`src/rtl/axi4_slave_pkg.sv`:
```
// ============================================================================
// Module : axi4_slave_pkg
// Brief  : Shared types for the AXI4 slave write path (FSM states, BRESP codes,
//          queued AW command layout).
// Rev    : 1.0 - initial release
// ============================================================================
`default_nettype none

package axi4_slave_pkg;

    // Field widths of a queued AW command; keep in step with the top-level
    // ID_WIDTH / ADDR_WIDTH / BURST_LENGTH parameters.
    localparam int CMD_ID_W   = 4;
    localparam int CMD_ADDR_W = 32;
    localparam int CMD_LEN_W  = 8;

    typedef logic [1:0] resp_t;
    localparam resp_t OKAY   = 2'b00;
    localparam resp_t SLVERR = 2'b10;

    typedef enum logic [1:0] {
        S_IDLE = 2'd0,
        S_DATA = 2'd1,
        S_RESP = 2'd2
    } wsched_state_t;

    typedef struct packed {
        logic [CMD_ID_W-1:0]   id;
        logic [CMD_ADDR_W-1:0] addr;
        logic [CMD_LEN_W-1:0]  len;
    } aw_cmd_t;

endpackage

`default_nettype wire

```
`src/rtl/axi4_cmd_fifo.sv`:
```
// ============================================================================
// Module : axi4_cmd_fifo
// Brief  : Synchronous show-ahead FIFO for queued AW commands.
// Rev    : 1.0 - initial release
// ============================================================================
`default_nettype none

module axi4_cmd_fifo #(
    parameter int WIDTH = 44,
    parameter int DEPTH = 4
) (
    input  logic             clk,
    input  logic             rst,
    input  logic             push,
    input  logic             pop,
    input  logic [WIDTH-1:0] din,
    output logic [WIDTH-1:0] dout,
    output logic             full,
    output logic             empty
);

    localparam int              PTR_W  = $clog2(DEPTH);
    localparam logic [PTR_W:0]  C_FULL = (PTR_W + 1)'(DEPTH);

    logic [WIDTH-1:0] r_mem [DEPTH];
    logic [PTR_W-1:0] r_wr_ptr;
    logic [PTR_W-1:0] r_rd_ptr;
    logic [PTR_W:0]   r_count;
    logic             w_do_push;
    logic             w_do_pop;

    assign full      = (r_count == C_FULL);
    assign empty     = (r_count == '0);
    assign w_do_push = push && !full;
    assign w_do_pop  = pop && !empty;
    assign dout      = r_mem[r_rd_ptr];

    always_ff @(posedge clk) begin
        if (w_do_push) begin
            r_mem[r_wr_ptr] <= din;
        end
    end

    // DEPTH is a power of two, so the pointers wrap naturally.
    always_ff @(posedge clk) begin
        if (!rst) begin
            r_wr_ptr <= '0;
            r_rd_ptr <= '0;
            r_count  <= '0;
        end else begin
            if (w_do_push) begin
                r_wr_ptr <= r_wr_ptr + 1'b1;
            end
            if (w_do_pop) begin
                r_rd_ptr <= r_rd_ptr + 1'b1;
            end
            if (w_do_push && !w_do_pop) begin
                r_count <= r_count + 1'b1;
            end else if (w_do_pop && !w_do_push) begin
                r_count <= r_count - 1'b1;
            end
        end
    end

endmodule

`default_nettype wire

```
`src/rtl/axi4_slave_write_scheduler.sv`:
```
// ============================================================================
// Module : axi4_slave_write_scheduler
// Brief  : Queues AW commands and sequences W bursts in order onto the memory
//          write port, issuing one B response per burst.
// Rev    : 1.0 - initial release
// ============================================================================
`default_nettype none

module axi4_slave_write_scheduler
    import axi4_slave_pkg::*;
#(
    parameter int DATA_WIDTH   = 32,
    parameter int ADDR_WIDTH   = 32,
    parameter int ID_WIDTH     = 4,
    parameter int BURST_LENGTH = 8,
    parameter int CMD_DEPTH    = 4
) (
    input  logic                      clk,
    input  logic                      rst,
    input  logic                      awvalid,
    output logic                      awready,
    input  logic [ADDR_WIDTH-1:0]     awaddr,
    input  logic [BURST_LENGTH-1:0]   awlen,
    input  logic [ID_WIDTH-1:0]       awid,
    input  logic                      wvalid,
    output logic                      wready,
    input  logic [DATA_WIDTH-1:0]     wdata,
    input  logic [DATA_WIDTH/8-1:0]   wstrb,
    input  logic                      wlast,
    output logic                      bvalid,
    input  logic                      bready,
    output logic [ID_WIDTH-1:0]       bid,
    output logic [1:0]                bresp,
    output logic                      mem_we,
    output logic [ADDR_WIDTH-1:0]     mem_addr,
    output logic [DATA_WIDTH-1:0]     mem_wdata,
    output logic [DATA_WIDTH/8-1:0]   mem_wstrb
);

    localparam int C_BYTES = DATA_WIDTH / 8;

    wsched_state_t           r_state;
    logic [ID_WIDTH-1:0]     r_cur_id;
    logic [ADDR_WIDTH-1:0]   r_cur_addr;
    logic [BURST_LENGTH-1:0] r_beat_cnt;
    logic                    r_err;
    logic                    r_bvalid;
    logic [ID_WIDTH-1:0]     r_bid;
    resp_t                   r_bresp;

    aw_cmd_t                 w_push_cmd;
    aw_cmd_t                 w_pop_cmd;
    logic                    w_fifo_full;
    logic                    w_fifo_empty;
    logic                    w_push;
    logic                    w_pop;
    logic                    w_beat;
    logic                    w_final;
    logic                    w_err_next;

    assign w_push_cmd = '{id: awid, addr: awaddr, len: awlen};
    assign awready    = rst && !w_fifo_full;
    assign w_push     = awvalid && awready;
    assign w_pop      = (r_state == S_IDLE) && !w_fifo_empty;

    axi4_cmd_fifo #(
        .WIDTH ($bits(aw_cmd_t)),
        .DEPTH (CMD_DEPTH)
    ) u_cmd_fifo (
        .clk   (clk),
        .rst   (rst),
        .push  (w_push),
        .pop   (w_pop),
        .din   (w_push_cmd),
        .dout  (w_pop_cmd),
        .full  (w_fifo_full),
        .empty (w_fifo_empty)
    );

    assign wready     = (r_state == S_DATA);
    assign w_beat     = wvalid && wready;
    assign w_final    = (r_beat_cnt == '0);
    // A protocol error is a wlast that disagrees with our own beat count.
    assign w_err_next = r_err | (w_final ? !wlast : wlast);

    assign mem_we     = w_beat;
    assign mem_addr   = r_cur_addr;
    assign mem_wdata  = wdata;
    assign mem_wstrb  = wstrb;

    assign bvalid     = r_bvalid;
    assign bid        = r_bid;
    assign bresp      = r_bresp;

    always_ff @(posedge clk) begin
        if (!rst) begin
            r_state    <= S_IDLE;
            r_cur_id   <= '0;
            r_cur_addr <= '0;
            r_beat_cnt <= '0;
            r_err      <= 1'b0;
            r_bvalid   <= 1'b0;
            r_bid      <= '0;
            r_bresp    <= OKAY;
        end else begin
            case (r_state)
                S_IDLE: begin
                    if (!w_fifo_empty) begin
                        r_cur_id   <= w_pop_cmd.id;
                        r_cur_addr <= w_pop_cmd.addr;
                        r_beat_cnt <= w_pop_cmd.len;
                        r_err      <= 1'b0;
                        r_state    <= S_DATA;
                    end
                end
                S_DATA: begin
                    if (w_beat) begin
                        r_cur_addr <= r_cur_addr + ADDR_WIDTH'(C_BYTES);
                        r_beat_cnt <= r_beat_cnt - 1'b1;
                        r_err      <= w_err_next;
                        if (w_final) begin
                            r_state  <= S_RESP;
                            r_bvalid <= 1'b1;
                            r_bid    <= r_cur_id;
                            r_bresp  <= w_err_next ? SLVERR : OKAY;
                        end
                    end
                end
                S_RESP: begin
                    if (bready) begin
                        r_bvalid <= 1'b0;
                        r_state  <= S_IDLE;
                    end
                end
                default: r_state <= S_IDLE;
            endcase
        end
    end

endmodule

`default_nettype wire
```
`config.mk`:
```
export PLATFORM = sky130hd
export DESIGN_NAME = axi4_slave_write_scheduler
export DESIGN_NICKNAME = d
export VERILOG_FILES = /design/src/rtl/axi4_slave_pkg.sv /design/src/rtl/axi4_cmd_fifo.sv /design/src/rtl/axi4_slave_write_scheduler.sv
export SDC_FILE = /design/constraint.sdc
export NUM_CORES = 1
export LEC_CHECK = 0
export CAP_MARGIN = 0
export CORE_AREA = 2 2 161 163
export DETAILED_ROUTE_END_ITERATION = 7
export DIE_AREA = 0 0 163 165
export HOLD_SLACK_MARGIN = 0.1
export MAX_ROUTING_LAYER = met4
export PLACE_DENSITY = 0.62
export SYNTH_ARGS = -nofsm -noshare
export SYNTH_HDL_FRONTEND = slang
export SYNTH_SLANG_ARGS = --single-unit
```
`constraint.sdc`:
```
create_clock -name clk -period 3.4 [get_ports clk]
set_input_delay 0.68 -clock clk [delete_from_list [all_inputs] [get_ports clk]]
set_output_delay 0.68 -clock clk [all_outputs]
set_load 0.01 [all_outputs]
```
Yosys cells after proc, flatten, opt, wreduce, memory -nomap -nowiden --
Memory sizes are Yosys's and may differ from the RTL's. A register that Yosys moved wholly into a read port is not among the register bits. Index checks and enable logic that the tools add are counted.
Word-level totals: flip-flop bits (word level) 61, memory bits (writable) 176, input port bits 86, output and inout bits 78, memories kept 1
Memory list:
- u_cmd_fifo.r_mem | depth 4, width 44, rd ports 1, clocked after Yosys merged registers in 1, write ports 1, line axi4_cmd_fifo.sv:25 | logic [WIDTH-1:0] r_mem [DEPTH];
Cells by class: add/subtract/negate cells 6, equality and inequality tests 7, multiplexer cells 26, bitwise gates (word level) 2, reduce and logical (&&, ||, !) cells 24
Operators by type and width (number):
- $mux W32 | 2
- $pmux W32 S2 | 1
- $add A32 B3 Y32 const B | 1
- $mux W8 | 2
- $pmux W8 S2 | 1
- $mux W2 | 7
- $logic_and A1 B1 Y1 | 8
- $logic_not A8 Y1 | 1
- $mux W1 | 8
- $reduce_and A4 Y1 | 2
- $sub A8 B1 Y8 const B | 1
- $mux W3 | 2
- $pmux W2 S3 | 1
- $reduce_and A3 Y1 | 2
- $reduce_bool A2 Y1 | 3
- $logic_not A1 Y1 | 5
- $add A2 B1 Y2 const B | 2
- $ne A2 B1 Y1 const B | 2
- $ne A2 B2 Y1 const B | 2
- $pmux W1 S2 | 2
- $add A3 B1 Y3 const B | 1
- $eq A3 B3 Y1 const B | 1
- $logic_not A3 Y1 | 1
- $sub A3 B1 Y3 const B | 1
- other kinds (6) | 6

Depth between registers and ports, before layout --
Gate-level depths: netlist of run 1.
word-level depth 9, depth in mapped cells 10, mapped depth without buffers 9

By module --
Synthesis of run 1 repeated with hierarchy kept, for this count alone.
Second synthesis, totals: cell total of the unflattened synthesis 717, area, all modules 10184.8 um2
By module, submodules not included:
- axi4_cmd_fifo | times used 1, cells each 278, area an instance 6890.4 um2
- axi4_slave_write_scheduler | times used 1, cells each 439, area an instance 3294.4 um2

Worst setup path after synthesis of run 1 --
OpenSTA, ideal clock, no wires.
path kind in2reg, start point in rst, end point mem u_cmd_fifo.r_mem[0][0] (enable), library setup time 0.406 ns, arrival 2.244 ns, setup slack 0.750 ns, stages on the path 3, buffers on the path 0, cell sequence inv_2 a21oi_1 and3_1
On the way: word-level cells in the longest chain between the ends 5
Ends and longest elaborated chain:
- start: declaration | line axi4_slave_write_scheduler.sv:19 | input logic rst,
- $logic_and A1 B1 Y1 | line axi4_slave_write_scheduler.sv:62 | assign awready = rst && !w_fifo_full;
- net awready | line axi4_slave_write_scheduler.sv:21 | output logic awready,
- $logic_and A1 B1 Y1 | line axi4_slave_write_scheduler.sv:63 | assign w_push = awvalid && awready;
- $logic_and A1 B1 Y1 | line axi4_cmd_fifo.sv:34 | assign w_do_push = push && !full;
- $mux W1 | line axi4_cmd_fifo.sv:39 | if (w_do_push) begin
- $mux W1 (not written as such) | line axi4_cmd_fifo.sv:40 | r_mem[r_wr_ptr] <= din;
- end: declaration | line axi4_cmd_fifo.sv:25
The timed path passes the listed nets, and every way through them passes these cells.

Worst setup path after layout of run 1 --
start point in wvalid, end point out mem_we
On the way: word-level cells in the longest chain between the ends 1
Ends and longest elaborated chain:
- start: declaration | line axi4_slave_write_scheduler.sv:25 | input logic wvalid,
- $logic_and A1 B1 Y1 | line axi4_slave_write_scheduler.sv:81 | assign w_beat = wvalid && wready;
- end: declaration | line axi4_slave_write_scheduler.sv:34 | output logic mem_we,
No other way between the ends.

==> results.py, run 1 <==
metrics = {
    "clock_network": {
        "cts_setup_buffers": 0,
        "cts_buffers": 25,
        "path_clk_slew_ns": 0.06,
        "ctsResizeCount": 0,
        "cts_root_buf": "clkbuf_16",
        "clock_path_buffers": 3,
        "cts_hold_buf": 0,
        "insertion_delay_ns": 0.52,
        "cts.sinks": 238,
        "cts_tree": "yes",
        "h-tree-depth": 1,
    },
    "yosys": {
        "yosys_warnings": 0,
        "synth_top_area_share_pct": 53.6,
        "synth_enable_flop_cells": 176,
        "synth_area_leaders": "edfxtp_1 (54%), dfxtp_1 (13%), mux4_2 (10%)",
        "seq_area_frac_synth_pct": 66.2,
        "async_flop_share_pct": 0,
        "yosysUniqueCellTypes": 63,
        "ys_seq_elements": 238,
        "synth_top_area_cell": "edfxtp_1",
        "synth_flop_cell": "edfxtp_1",
        "syn_area_um2": 9860,
        "synthCells": 677,
        "avgSynthCellArea_um2": 14.6,
        "syn_nets": 772,
    },
    "final_layout": {
        "layout.cells.non_filler": 1089,
        "area_growth_pct": 19.3,
        "n_antenna_cell": 0,
        "drive_gt1_share_pct": 15.8,
        "final_nets": 836,
        "fill_cells": 2204,
    },
    "setup_path": {
        "crit_type": "in2out",
        "crit_start": "wvalid",
        "crit_chain": "clkdlybuf4s50_1 > nand2_1 > inv_1 > clkdlybuf4s50_1",
        "cp_max_fo": 8,
        "path_buf_inv": 3,
        "ff2ff_setup_slack_ns": 0.99,
        "slowest_delay_ns": 0.66,
        "arrival_ns": 2.22,
        "critical_path_cell_count": 4,
        "cpLargestDelayFamily": "buffers and inverters",
        "end_kind": "output port",
        "cpMostUsedCell": "clkdlybuf4s50_1",
        "r2r_end": "mem_addr[22]$_SDFFE_PN0P_",
        "ff2ff_path_depth": 4,
        "worstReg2RegStart": "mem_addr[6]$_SDFFE_PN0P_",
        "critPathSlowestCell": "clkdlybuf4s50_1",
        "startpoint_type": "input port",
        "cp.required_ns": 2.72,
    },
    "place": {
        "hpwlAfterDp_um": 14400,
        "gp_congestion": 0.854,
        "portBuffers": 90,
        "placed_cells_incl_taps": 1044,
    },
    "die": {
        "rows": 58,
        "dieArea_um2": 26900,
        "die_y_um": 165,
        "core_um2": 25000,
        "ios": 164,
        "start_util_pct": 39.4,
        "die_x_um": 163,
    },
    "global_routing": {
        "grt_max_degree": 48,
        "grt_pass1_vias": 6170,
        "antenna_found_initial": 0,
        "track_usage_pct": 17.3,
        "grt_overflow_total": 0,
        "grt_pass1_wl_um": 34600,
    },
    "timing": {
        "clock.fmax_mhz": 345,
        "slew_violations": 0,
        "period_share_pct": 85.2,
        "finalHoldViolations": 0,
        "worstMarginPinSlew_ns": 0.870,
        "timing.slew.headroom_pct": 42.0,
        "rsz0062_at_grt": "false",
        "skew_ns": 0.0131,
        "whs_ns": 0.456,
        "setup_viol": 0,
        "fin_crit_ns": 2.90,
        "fin_tns_setup_ns": 0,
    },
    "pwr": {
        "peakVddDrop_mv": 0.592,
        "total_power_mw": 9.36,
        "power.density_nw_per_um2": 796,
        "p_leak_nw": 3.90,
    },
    "flow_run": {
        "drv_cap": 0,
    },
    "min_path": {
        "min_path_cells": 2,
        "min_to": "r_cur_id[3]$_SDFFE_PN0P_",
        "min-delay-start": "r_cur_id[3]$_SDFFE_PN0P_",
        "hold_class": "reg2reg",
    },
    "route": {
        "final_antenna_net_count": 0,
        "first_pass_iters": 5,
        "wire_per_inst_um": 20.5,
        "num_vias": 6045,
        "routed_wl_um": 22300,
        "drc": 0,
        "drt-initial-drc-count": 509,
        "vias_per_cell": 5.55,
    },
    "outcome": {
        "status": "complete, no violations",
    },
}
==> report_power, final <==
| part | internal (mW) | switching, mW |
|---|---|---|
| combinational | 1.33 | 1.49 |
| sequential | 3.49 | 0.429 |
| clock | 1.57 | 1.05 |
==> worst max path at each step <==
| stage | to | slack, ns |
|---|---|---|
| finish | mem_we | 0.50 |
| global route | mem_we | 0.42 |
| CTS | awready | 0.52 |
| detailed placement | u_cmd_fifo.r_count[2]$_SDFFE_PN0P_ | 0.33 |
| global placement | u_cmd_fifo.r_count[2]$_SDFFE_PN0P_ | 0.42 |
| floorplan | u_cmd_fifo.r_mem[0][0]$_DFFE_PP_ | 0.75 |
==> logic make-up (layout without fill, tap and decap cells) <==
logic type / after synthesis / in the layout / synth area share (%)
flip-flops: 238 / 238 / 66.2
multiplexers: 53 / 53 / 11.0
AND/OR/NAND/NOR: 158 / 158 / 8.30
AO/OA/AOI/OAI: 124 / 124 / 7.85
buffers and inverters: 87 / 169 / 4.82
other: 1 / 1 / 0.0380
adder cells (fa/ha/maj): 9 / 9 / 1.22
XOR/XNOR: 7 / 7 / 0.622
==> cell type report <==
class                           count  area (um2)  area share (%)
Sequential cell                   238        6530            55.5
Multi-Input combinational cell    352        2870            24.4
Timing Repair Buffer              112        1120            9.49
Clock buffer                       38         704            5.99
Tap cell                          330         413            3.51
Clock inverter                      7        83.8           0.713
Inverter                           12        45.0           0.383
==> worst min-delay path, cell delays in order, from the launching register on <==
cell and delay, ns:
dfxtp_1 0.31, nand2_1 0.05, a21oi_1 0.05
==> registers in the layout, indices dropped and copies added, names as in the netlist, named ones only <==
name and cells:
mem_addr 32, bresp 1, r_state 2, r_cur_id 4, r_beat_cnt 8, bid 4
u_cmd_fifo.r_wr_ptr 2, bvalid 1, u_cmd_fifo.r_rd_ptr 2, u_cmd_fifo.r_mem 176, r_err 1, u_cmd_fifo.r_count 3
==> cells in the final DEF (no fill, tap or decap), drive strengths merged, types with 5 or more instances in the layout <==
master | netlist | routed
nand3 | 11 | 11
o22ai | 14 | 14
mux4 | 44 | 44
clkbuf | 27 | 38
mux2i | 9 | 9
dfxtp | 62 | 62
edfxtp | 176 | 176
clkinv | 0 | 5
or3 | 5 | 5
nand2 | 46 | 46
or4 | 5 | 5
nor3 | 11 | 11
a31oi | 6 | 6
ha | 8 | 8
nor4 | 10 | 10
a21oi | 44 | 44
inv | 12 | 12
a22oi | 8 | 8
nand4 | 11 | 11
clkdlybuf4s50 | 0 | 90
nor2 | 34 | 34
and3 | 8 | 8
o21ai | 22 | 22
buf | 48 | 22
==> synthesized netlist by cell type (6+ instances only) <==
| cell | instances |
|---|---|
| nor4_1 | 9 |
| a22oi_1 | 8 |
| o21ai_0 | 22 |
| edfxtp_1 | 176 |
| nor2_1 | 34 |
| nand4_1 | 10 |
| nor3_1 | 11 |
| inv_1 | 11 |
| and3_1 | 8 |
| dfxtp_1 | 62 |
| mux4_2 | 44 |
| clkbuf_1 | 27 |
| buf_2 | 8 |
| a21oi_1 | 44 |
| nand2_1 | 46 |
| mux2i_1 | 9 |
| o22ai_1 | 14 |
| ha_1 | 8 |
| a31oi_1 | 6 |
| nand3_1 | 11 |
| buf_4 | 37 |
==> per-layer routing <==
metal	track usage [%]	routed length, um	vias up
li1	-	-	2728
met1	22.4	9600	3085
met2	28.7	10900	187
met3	2.76	1300	45
met4	4.79	495	0
met5	-	0	-
==> through the flow <==
step	utilization, %	area [um2]	worst slack [ns]
finish	47.0	11800	0.504
global route	47.0	11800	0.416
CTS	47.0	11800	0.524
detailed placement	43.8	11000	0.333
global placement	43.8	11000	0.418
floorplan	-	9860	0.750
(Power assumes the default switching activity.)
==> inputs of run 2 (changes only) <==
- MAX_ROUTING_LAYER: met4 -> default
==> results.py, run 2 (synthesized netlist as in run 1, its figures left out) <==
metrics = {
    "die": {
        "core_um2": 25000,
        "die_x_um": 163,
        "start_util_pct": 39.4,
        "rows": 58,
        "dieArea_um2": 26900,
        "ios": 164,
        "die_y_um": 165,
    },
    "final_layout": {
        "final_nets": 836,
        "fill_cells": 2204,
        "final_common_cell": "edfxtp_1",
        "mostFrequentLayoutCells": "edfxtp_1 (176), clkdlybuf4s50_1 (90), dfxtp_1 (60)",
        "n_antenna_cell": 0,
        "seq_area_um2": 6530,
        "regMostFlops": "u_cmd_fifo.r_mem",
        "drive_gt1_share_pct": 15.8,
        "final_util_pct": 47.0,
        "area_growth_pct": 19.3,
        "largest_reg_flops": 176,
        "multiInputGateArea_um2": 2870,
        "layout.cells.non_filler": 1089,
    },
    "setup_path": {
        "ff2ff_path_depth": 4,
        "worstReg2RegStart": "mem_addr[6]$_SDFFE_PN0P_",
        "arrival_ns": 2.22,
        "r2r_end": "mem_addr[22]$_SDFFE_PN0P_",
        "end_kind": "output port",
        "crit_start": "r_state[0]$_SDFFE_PN0P_",
        "cp_max_fo": 7,
        "crit_type": "reg2out",
        "ff2ff_setup_slack_ns": 1.01,
        "startpoint_type": "flip-flop",
        "cp.required_ns": 2.72,
    },
    "global_routing": {
        "grt_overflow_total": 0,
        "grt_pass1_vias": 6167,
        "antenna_found_initial": 0,
        "grt_max_degree": 48,
        "track_usage_pct": 16.8,
        "grt_pass1_wl_um": 34500,
    },
    "clock_network": {
        "cts.sinks": 238,
        "cts_hold_buf": 0,
        "cts_buffers": 25,
        "insertion_delay_ns": 0.52,
        "h-tree-depth": 1,
        "clock_path_buffers": 3,
        "ctsResizeCount": 0,
        "cts_root_buf": "clkbuf_16",
        "cts_tree": "yes",
        "path_clk_slew_ns": 0.06,
        "cts_setup_buffers": 0,
    },
    "min_path": {
        "hold_class": "reg2reg",
        "min_to": "r_cur_id[3]$_SDFFE_PN0P_",
        "min-delay-start": "r_cur_id[3]$_SDFFE_PN0P_",
        "min_path_cells": 2,
    },
    "timing": {
        "skew_ns": 0.0126,
        "timing.slew.headroom_pct": 41.7,
        "slew_violations": 0,
        "fin_tns_setup_ns": 0,
        "fin_crit_ns": 2.90,
        "worstMarginPinSlew_ns": 0.875,
        "worst_slack_ns": 0.501,
        "finalHoldViolations": 0,
        "rsz0062_at_grt": "false",
        "clock.fmax_mhz": 345,
        "setup_viol": 0,
        "period_share_pct": 85.3,
    },
    "pwr": {
        "p_seq_share_pct": 41.9,
        "p_leak_nw": 3.90,
        "combPwrFrac_pct": 30.2,
        "p_switching_mw": 2.97,
        "power.density_nw_per_um2": 796,
        "switching_share_pct": 31.7,
        "clkPwrFrac_pct": 27.9,
        "internal_power_mw": 6.39,
        "peakVddDrop_mv": 0.589,
    },
    "route": {
        "drc": 0,
        "wire_per_inst_um": 20.5,
        "drt-initial-drc-count": 488,
        "first_pass_iters": 5,
        "num_vias": 6050,
        "final_antenna_net_count": 0,
        "routed_wl_um": 22300,
        "vias_per_cell": 5.56,
    },
    "flow_run": {
        "drv_cap": 0,
    },
    "outcome": {
        "status": "complete, no violations",
    },
    "place": {
        "hpwlAfterDp_um": 14400,
        "gp_congestion": 0.841,
        "preCtsSetupSlack_ns": 0.333,
        "placed_cells_incl_taps": 1044,
        "portBuffers": 90,
    },
}
## run 2: cell counts in the layout (fill, tap and decap cells not counted)
No cell type changed its count.
## run 2: how the worst max path moves through the flow
stage                                               to  slack, ns  cells after the start
CTS                                            awready       0.52                      5
global route                                    mem_we       0.41                      5
floorplan             u_cmd_fifo.r_mem[0][0]$_DFFE_PP_       0.75                      3
detailed placement  u_cmd_fifo.r_count[2]$_SDFFE_PN0P_       0.33                     10
global placement    u_cmd_fifo.r_count[2]$_SDFFE_PN0P_       0.42                     10
finish                                          mem_we       0.50                      5
## run 2: critical path, cell delays in order, from the launching register on
cell             delay (ns)
dfxtp_1                0.50
nand2b_1               0.12
inv_1                  0.22
nand2_1                0.12
inv_1                  0.17
clkdlybuf4s50_1        0.57
## run 2: routing by layer
layer / vias up / wire (um) / GRT usage (%)
met1: 3084 / 9510 / 22.2
met3: 49 / 1370 / 3.04
li1: 2723 / - / -
met4: 0 / 533 / 4.79
met5: - / 0 / 0
met2: 194 / 10900 / 28.6
## run 2: layout make-up
type | instances | share of cell area (%)
tap | 330 | 3.51
clock inverter | 7 | 0.713
sequential | 238 | 55.5
clock buffer | 38 | 5.99
inverter | 12 | 0.383
multi-input combinational | 352 | 24.4
timing repair buffer | 112 | 9.49
## run 2: power groups by stage
stage / registers, mW / logic [mW] / clock network, mW
floorplan: 3.88 / 1.79 / 0
global placement: 3.97 / 2.76 / 0
detailed placement: 3.98 / 2.84 / 0
CTS: 3.93 / 2.85 / 2.68
global route: 3.98 / 3.10 / 2.80
finish: 3.92 / 2.83 / 2.62
## run 2: metrics by stage
stage	hold slack (ns)	total power, mW	area [um2]
6_report	0.455	9.37	11800
5_1_grt	0.487	9.88	11800
3_3_place_gp	0.444	6.73	11000
3_5_place_dp	0.450	6.82	11000
4_1_cts	0.456	9.46	11800
2_1_floorplan	0.436	5.66	9860
==> inputs of run 3 (changes only) <==
- PLACE_DENSITY: 0.62 -> default
==> results.py, run 3 (synthesized netlist as in run 1, its figures left out) <==
metrics = {
    "outcome": {
        "status": "complete, no violations",
    },
    "setup_path": {
        "cp_max_fo": 10,
        "crit_type": "reg2out",
        "startpoint_type": "flip-flop",
        "cp.required_ns": 2.72,
        "end_kind": "output port",
        "arrival_ns": 2.32,
    },
    "pwr": {
        "p_leak_nw": 3.92,
        "power.density_nw_per_um2": 799,
        "peakVddDrop_mv": 0.412,
    },
    "final_layout": {
        "fill_cells": 2150,
        "drive_gt1_share_pct": 16.3,
        "largest_reg_flops": 176,
        "mostFrequentLayoutCells": "edfxtp_1 (176), clkdlybuf4s50_1 (90), dfxtp_1 (60)",
        "regMostFlops": "u_cmd_fifo.r_mem",
        "final_common_cell": "edfxtp_1",
        "area_growth_pct": 19.6,
        "final_nets": 838,
        "n_antenna_cell": 0,
        "design_area_um2": 11800,
    },
    "min_path": {
        "hold_class": "reg2reg",
    },
    "global_routing": {
        "track_usage_pct": 17.4,
        "grt_pass1_wl_um": 35700,
        "grt_pass1_vias": 6151,
        "antenna_found_initial": 0,
        "grt_overflow_total": 0,
        "grt_max_degree": 48,
    },
    "timing": {
        "fin_tns_setup_ns": 0,
        "whs_ns": 0.459,
        "setup_viol": 0,
        "rsz0062_at_grt": "false",
        "worstMarginPinSlew_ns": 0.804,
        "skew_ns": 0.00824,
        "timing.slew.headroom_pct": 46.4,
        "clock.fmax_mhz": 333,
        "fin_crit_ns": 3.00,
        "period_share_pct": 88.3,
        "slew_violations": 0,
        "finalHoldViolations": 0,
    },
    "clock_network": {
        "insertion_delay_ns": 0.51,
        "clock_path_buffers": 3,
        "cts_tree": "yes",
        "cts.sinks": 238,
        "cts_setup_buffers": 0,
        "ctsResizeCount": 0,
        "h-tree-depth": 1,
        "cts_root_buf": "clkbuf_16",
        "cts_buffers": 25,
        "cts_hold_buf": 0,
        "path_clk_slew_ns": 0.06,
    },
    "route": {
        "first_pass_iters": 5,
        "drc": 0,
        "num_vias": 6054,
        "vias_per_cell": 5.54,
        "final_antenna_net_count": 0,
        "drt-initial-drc-count": 487,
        "routed_wl_um": 23400,
        "wire_per_inst_um": 21.4,
    },
    "die": {
        "ios": 164,
        "start_util_pct": 39.4,
        "rows": 58,
        "die_x_um": 163,
        "die_y_um": 165,
        "core_um2": 25000,
        "dieArea_um2": 26900,
    },
    "place": {
        "placed_cell_area_um2": 11000,
        "gp_congestion": 0.833,
        "hpwlAfterDp_um": 15400,
        "portBuffers": 90,
    },
    "flow_run": {
        "drv_cap": 0,
    },
}
==> run 3: final timing paths <==
kind              depth (start not counted)                      from                                  to  slack (ns)
setup / recovery                          5   r_state[0]$_SDFFE_PN0P_                              mem_we        0.40
hold / removal                            2  r_cur_id[3]$_SDFFE_PN0P_            r_cur_id[3]$_SDFFE_PN0P_        0.46
setup reg to reg                         10   r_state[0]$_SDFFE_PN0P_  u_cmd_fifo.r_count[2]$_SDFFE_PN0P_        1.04
hold reg to reg                           2  r_cur_id[3]$_SDFFE_PN0P_            r_cur_id[3]$_SDFFE_PN0P_        0.46
==> run 3: power breakdown <==
group,switching [mW],total (mW),internal [mW]
combinational,1.53,2.85,1.32
clock,1.07,2.66,1.58
sequential,0.434,3.93,3.49
total,3.04,9.43,6.39
==> run 3: final cells by class <==
type	count	area (um2)	share of cell area (%)
Clock buffer	31	648	5.49
Clock inverter	15	155	1.32
Inverter	12	45.0	0.382
Multi-Input combinational cell	352	2870	24.4
Sequential cell	238	6530	55.4
Tap cell	330	413	3.50
Timing Repair Buffer	114	1130	9.59
==> run 3: routing by layer <==
layer | part of all wire (%) | global-route usage (%)
met1 | 41 | 22.2
met2 | 48 | 28.9
met3 | 6.4 | 3.24
met4 | 4.6 | 8.57
met5 | 0 | 0
==> run 3: stage by stage <==
| stage | setup WS, ns | std cells | power, mW | utilization [%] |
|---|---|---|---|---|
| floorplan | 0.750 | 677 | 5.66 | - |
| global placement | 0.418 | 1046 | 6.75 | 43.9 |
| detailed placement | 0.320 | 1046 | 6.84 | 43.9 |
| CTS | 0.392 | 1092 | 9.51 | 47.1 |
| global route | 0.237 | 1092 | 9.94 | 47.1 |
| finish | 0.396 | 1092 | 9.43 | 47.1 |
==> run 3: worst max-delay path: stages, from the launching register on <==
cell	delay, ns
dfxtp_1	0.50
nand2b_1	0.11
inv_1	0.32
nand2_1	0.12
inv_1	0.17
clkdlybuf4s50_1	0.58
